[config.mk]
export PLATFORM = sky130hd
export DESIGN_NAME = hazard_scoreboard_unit
export DESIGN_NICKNAME = d
export VERILOG_FILES = /design/src/rtl/hazard_scoreboard_unit.sv
export SDC_FILE = /design/constraint.sdc
export NUM_CORES = 1
export LEC_CHECK = 0
export ABC_AREA = 1
export BUFFER_PORTS_ARGS = -buffer_cell sky130_fd_sc_hd__buf_2
export CORE_AREA = 3 3 113 115
export DETAILED_ROUTE_END_ITERATION = 8
export DIE_AREA = 0 0 116 118
export PLACE_DENSITY_LB_ADDON = 0.2
export RECOVER_POWER = 25
export SLEW_MARGIN = 30
export SYNTH_ARGS = -nofsm -noshare
export SYNTH_HDL_FRONTEND = slang
export SYNTH_SLANG_ARGS = --single-unit
[constraint.sdc]
create_clock -name clk -period 3.1 [get_ports clk]
set_clock_uncertainty 0.15 [all_clocks]
set_input_delay 0.62 -clock clk [delete_from_list [all_inputs] [get_ports clk]]
set_output_delay 0.62 -clock clk [all_outputs]
set_load 0.01 [all_outputs]
[src/rtl/hazard_scoreboard_unit.sv]
// ============================================================================
// Module  : hazard_scoreboard_unit
// Brief   : RV32I hazard unit with long-op pending scoreboard, outstanding
//           counter and long-op forwarding. HAZARD_PERF_EN adds stall/flush
//           event counters.
// Revision: 1.0 - initial release
// ============================================================================
`default_nettype none

module hazard_scoreboard_unit #(
    parameter int REG_AW  = 5,
    parameter int MAX_OUT = 4,
    parameter int CNT_W   = 3
) (
    input  logic              clk,
    input  logic              rst_n,
    input  logic [REG_AW-1:0] Rs1D,
    input  logic [REG_AW-1:0] Rs2D,
    input  logic [REG_AW-1:0] RdD,
    input  logic              LongD,
    input  logic [REG_AW-1:0] Rs1E,
    input  logic [REG_AW-1:0] Rs2E,
    input  logic [REG_AW-1:0] RdE,
    input  logic              ResultSrcEb0,
    input  logic              LongIssueE,
    input  logic              PCSrcE,
    input  logic [REG_AW-1:0] RdM,
    input  logic [REG_AW-1:0] RdW,
    input  logic              RegWriteM,
    input  logic              RegWriteW,
    input  logic              LongDoneW,
    input  logic [REG_AW-1:0] LongRdW,
    output logic              StallF,
    output logic              StallD,
    output logic              FlushD,
    output logic              FlushE,
    output logic [1:0]        ForwardAE,
    output logic [1:0]        ForwardBE,
    output logic              Busy,
`ifdef HAZARD_PERF_EN
    output logic [31:0]       StallCnt,
    output logic [31:0]       FlushCnt,
`endif
    output logic              ScbErr
);

    localparam int               NREG    = 1 << REG_AW;
    localparam logic [CNT_W-1:0] CNT_MAX = CNT_W'(MAX_OUT);

    logic [NREG-1:0]  pend;
    logic [NREG-1:0]  pend_nxt;
    logic [NREG-1:0]  busy_vec;
    logic [CNT_W-1:0] count;
    logic [CNT_W-1:0] count_nxt;
    logic             err_set;
    logic             slots_full;
    logic             lw_stall;
    logic             long_stall;

    function automatic logic [1:0] fwd_sel(
        input logic [REG_AW-1:0] src,
        input logic [REG_AW-1:0] rd_m,
        input logic              we_m,
        input logic [REG_AW-1:0] rd_w,
        input logic              we_w,
        input logic [REG_AW-1:0] rd_l,
        input logic              we_l
    );
        logic [1:0] sel;
        sel = 2'b00;
        if (src != '0) begin
            if (we_m && rd_m == src)      sel = 2'b10;
            else if (we_w && rd_w == src) sel = 2'b01;
            else if (we_l && rd_l == src) sel = 2'b11;
        end
        return sel;
    endfunction

    // A completing long op releases its register in the same cycle.
    always_comb begin
        busy_vec = pend;
        if (LongDoneW) busy_vec[LongRdW] = 1'b0;
        busy_vec[0] = 1'b0;
    end

    always_comb begin
        pend_nxt = pend;
        if (LongDoneW) pend_nxt[LongRdW] = 1'b0;
        if (LongIssueE && RdE != '0) pend_nxt[RdE] = 1'b1;
        pend_nxt[0] = 1'b0;

        count_nxt = count;
        case ({LongIssueE, LongDoneW})
            2'b10:   if (count != CNT_MAX) count_nxt = count + 1'b1;
            2'b01:   if (count != '0)      count_nxt = count - 1'b1;
            default: count_nxt = count;
        endcase

        err_set = (LongDoneW && count == '0)
               || (LongDoneW && LongRdW != '0 && !pend[LongRdW])
               || (LongIssueE && count == CNT_MAX && !LongDoneW);
    end

    always_ff @(posedge clk or negedge rst_n) begin
        if (!rst_n) begin
            pend   <= '0;
            count  <= '0;
            ScbErr <= 1'b0;
        end else begin
            pend  <= pend_nxt;
            count <= count_nxt;
            if (err_set) ScbErr <= 1'b1;
        end
    end

    assign slots_full = LongD && (count == CNT_MAX) && !LongDoneW;
    assign lw_stall   = ResultSrcEb0 && (Rs1D == RdE || Rs2D == RdE);
    assign long_stall = busy_vec[Rs1D] || busy_vec[Rs2D] || busy_vec[RdD]
                     || (LongIssueE && (RdE == Rs1D || RdE == Rs2D || RdE == RdD))
                     || slots_full;

    assign StallF    = lw_stall | long_stall;
    assign StallD    = lw_stall | long_stall;
    assign FlushD    = PCSrcE;
    assign FlushE    = lw_stall | long_stall | PCSrcE;
    assign Busy      = (count != '0);
    assign ForwardAE = fwd_sel(Rs1E, RdM, RegWriteM, RdW, RegWriteW, LongRdW, LongDoneW);
    assign ForwardBE = fwd_sel(Rs2E, RdM, RegWriteM, RdW, RegWriteW, LongRdW, LongDoneW);

`ifdef HAZARD_PERF_EN
    always_ff @(posedge clk or negedge rst_n) begin
        if (!rst_n) begin
            StallCnt <= '0;
            FlushCnt <= '0;
        end else begin
            if (StallD && StallCnt != '1) StallCnt <= StallCnt + 32'd1;
            if (FlushD && FlushCnt != '1) FlushCnt <= FlushCnt + 32'd1;
        end
    end
`endif

endmodule

`default_nettype wire
==> results.yml <==
routing:
  routed_via_density: 5.317
  routedWlPerCell_um: 17.98
  vias: 4434
  dr.pass1.iters: 5
  antenna_left: 0
  drcViolationCount: 0
  drt_wl_total_um: 14990
  drtIter0Drc: 359
yosys:
  synth-simple-area-share: 0.4079
  seq_area_frac_synth: 0.2481
  synth_area_leaders: "dfrtp_1 (25%), nand2_1 (19%), nand3_1 (12%), nor2_1 (6.5%), inv_1 (6.1%)"
  synth-xor-area-share: 0.04465
  synth-edff-count: 0
  synth_area_per_cell_um2: 5.934
  synthTopCellsByCount: "nand2_1 (178), nand3_1 (83), nor2_1 (61)"
  ys_types: 34
  yosysWarnings: 0
  async_reset_ff_frac: 1.000
  synth_area_mm2: 0.003531
  ys_ff_latch: 35
  syn_inst: 595
  synthMuxAreaShare: 0
  synth-main-ff-cell: "dfrtp_1"
  synth_adder_area_share: 0.005670
  synth_fp_nets: 650
  synth_top_area_share: 0.2481
  yosysTopAreaCell: "dfrtp_1"
  yosysMostFrequentCell: "nand2_1"
  synth_compound_area_frac: 0.1970
  synth_top_family_by_area: "simple AND/OR/NAND/NOR gates"
critical_path:
  cp-end-kind: "primary output"
  crit_arrival_ns: 2.24
  crit_required_ns: 2.33
  startpoint_type: "primary input"
  path_class: "primary input to primary output"
  crit_fanout: 9
cells_and_area:
  fill_cells: 1350
  final_cells: 834
  regArea_um2: 875.8
  multi_input_area_mm2: 0.002487
  diodes: 0
  fin_nets: 741
  final_layout_size_suffix_gt1_frac: 0.2402
  syn2layout_area_growth_pct: 31.15
clock_network:
  htreeDepth: 2
  root_buffer: "clkbuf_16"
  cts-hold-fix-buffers: 0
  clock_latency_ns: 0.28
  cts_buffer_depth: 2
  cts_setup_buffers: 0
  cts_buffers: 5
  cts.sinks: 35
  clk_pin_slew_ns: 0.06
  cts_tree: "built"
global_routing:
  grt_usage: 0.2174
  grt_pass1_wl_um: 23340
  antenna_found_initial: 0
  grt_pass1_vias: 4271
  overflow: 0
  grt_max_degree: 36
timing:
  max_freq_ghz: 0.3327
  setup-violations-final: 0
  timing.final.ws_setup_ns: 0.09403
  fin_crit_sh: 0.9697
  drv_slew: 36
  slew_headroom: -0.2743
  hold_viol: 0
  period_needed_ns: 3.006
  finalHoldWorstSlack_ns: 0.3343
  worst_pin_slew_ns: 1.912
  grt_setup_unrepaired: "true"
place:
  place_hpwl_um: 12200
  pre_cts_ws_ns: -0.009233
  placed_cells: 825
  gp_congestion: 0.9277
  io_buffers: 63
pwr:
  p_sw_frac: 0.3907
  power.density_mw_per_mm2: 466.9
  internal_power_mw: 1.317
  p_leak_nw: 2.270
  pwr-share-comb: 0.406
  worst_ir_drop_vdd_v: 0.0002640
  seq_power_share: 0.319
  p_sw_mw: 0.8447
  pwr-share-clk: 0.275
floorplanning:
  die_x_um: 116
  start_util: 0.2964
  die_h_um: 118
  core_mm2: 0.01191
  pin_count: 64
  num_rows: 40
  dieArea_mm2: 0.01369
min_path:
  hold_class: "flop to flop"
run_status:
  status: "complete, but fails checks"
  violations: "capacitance limit, slew limit"
job:
  maxCapViolations: 1
[metrics by stage]
step,power [mW],TNS (ns),instance area [um2],util
2_1_floorplan,1.129,0,3531,-
3_3_place_gp,1.500,-0.1116,4233,0.3554
3_5_place_dp,1.508,-0.02158,4233,0.3554
4_1_cts,2.112,0,4425,0.3715
5_1_grt,2.306,-0.02438,4631,0.3888
6_report,2.162,0,4631,0.3888
[final timing paths]
| check | startpoint | end | slack [ns] | depth (start not counted) |
|---|---|---|---|---|
| setup / recovery | LongRdW[4] | FlushE | 0.09 | 15 |
| hold / removal | ScbErr | ScbErr | 0.33 | 2 |
| setup reg to reg | pend[16] | ScbErr | 1.48 | 6 |
| hold reg to reg | ScbErr | ScbErr | 0.33 | 2 |
| max in group asynchronous | rst_n | pend[24] | 0.98 | 1 |
| min in group asynchronous | rst_n | pend[30] | 0.71 | 1 |
[logic make-up after synthesis]
group	Yosys count
adder cells (fa/ha/maj)	1
AND/OR/NAND/NOR	341
buffers and inverters	85
XOR/XNOR	18
AO/OA/AOI/OAI	115
flip-flops	35
[registers in the layout, summed over array words and instances (netlist names)]
| register | flops |
|---|---|
| count | 3 |
| pend | 31 |
| ScbErr | 1 |
[cells in the final DEF, fill, tap and decap left out, types with 3 or more instances in the layout]
master / n
nand2_2: 18
nand3_2: 3
nand2_1: 160
a21oi_1: 21
inv_1: 56
nor3_1: 4
dfrtp_1: 35
clkbuf_16: 5
o21ai_0: 34
nand3_4: 4
xor2_1: 11
a22oi_1: 14
o21ai_1: 10
a221oi_1: 8
nor2_1: 54
nor2_4: 6
buf_2: 56
clkinv_1: 3
o21ai_2: 5
nor2_2: 4
nand4_1: 3
inv_4: 3
nand3_1: 77
or2_2: 5
buf_6: 3
o22ai_1: 11
buf_4: 42
xnor2_1: 7
[worst max-delay path: stages]
cell and delay [ns]:
clkbuf_4 0.19, inv_4 0.10, nand3_1 0.15, o21ai_1 0.19
buf_4 0.17, nand2_1 0.05, nand3_1 0.07, nand3_1 0.09
nand3_1 0.08, nand2_1 0.05, nand2_1 0.05, nand2_1 0.06
nor2_2 0.14, nand3_1 0.07, buf_2 0.14
[power groups by stage]
stage / logic, mW / registers (mW) / clock network (mW)
floorplan: 0.484 / 0.645 / 0
global placement: 0.819 / 0.682 / 0
detailed placement: 0.825 / 0.684 / 0
CTS: 0.831 / 0.678 / 0.602
global route: 0.978 / 0.702 / 0.626
finish: 0.878 / 0.689 / 0.594
[what timing repair did]
item | in CTS | in global routing
gates resized for setup | 4 | 65
setup endpoints to repair | 3 | 3
pin swaps | 0 | 13
gates cloned | 0 | 1
[layout make-up]
type                            instances  share of cell area
Timing Repair inverter                  1            0.001621
Clock inverter                          2            0.007566
Multi-Input combinational cell        475              0.5372
Clock buffer                            6             0.02999
Timing Repair Buffer                  103              0.1383
Sequential cell                        35              0.1891
Inverter                               65             0.05647
Tap cell                              147             0.03972
[routing by layer]
metal / up-vias / track usage / part of all wire
met1: 2100 / 0.3021 / 0.45
li1: 2161 / - / -
met3: 22 / 0.01594 / 0.049
met4: 0 / 0.04714 / 0.015
met5: - / 0 / 0
met2: 151 / 0.3662 / 0.48
Note: power is estimated with default switching activity, not from simulation.
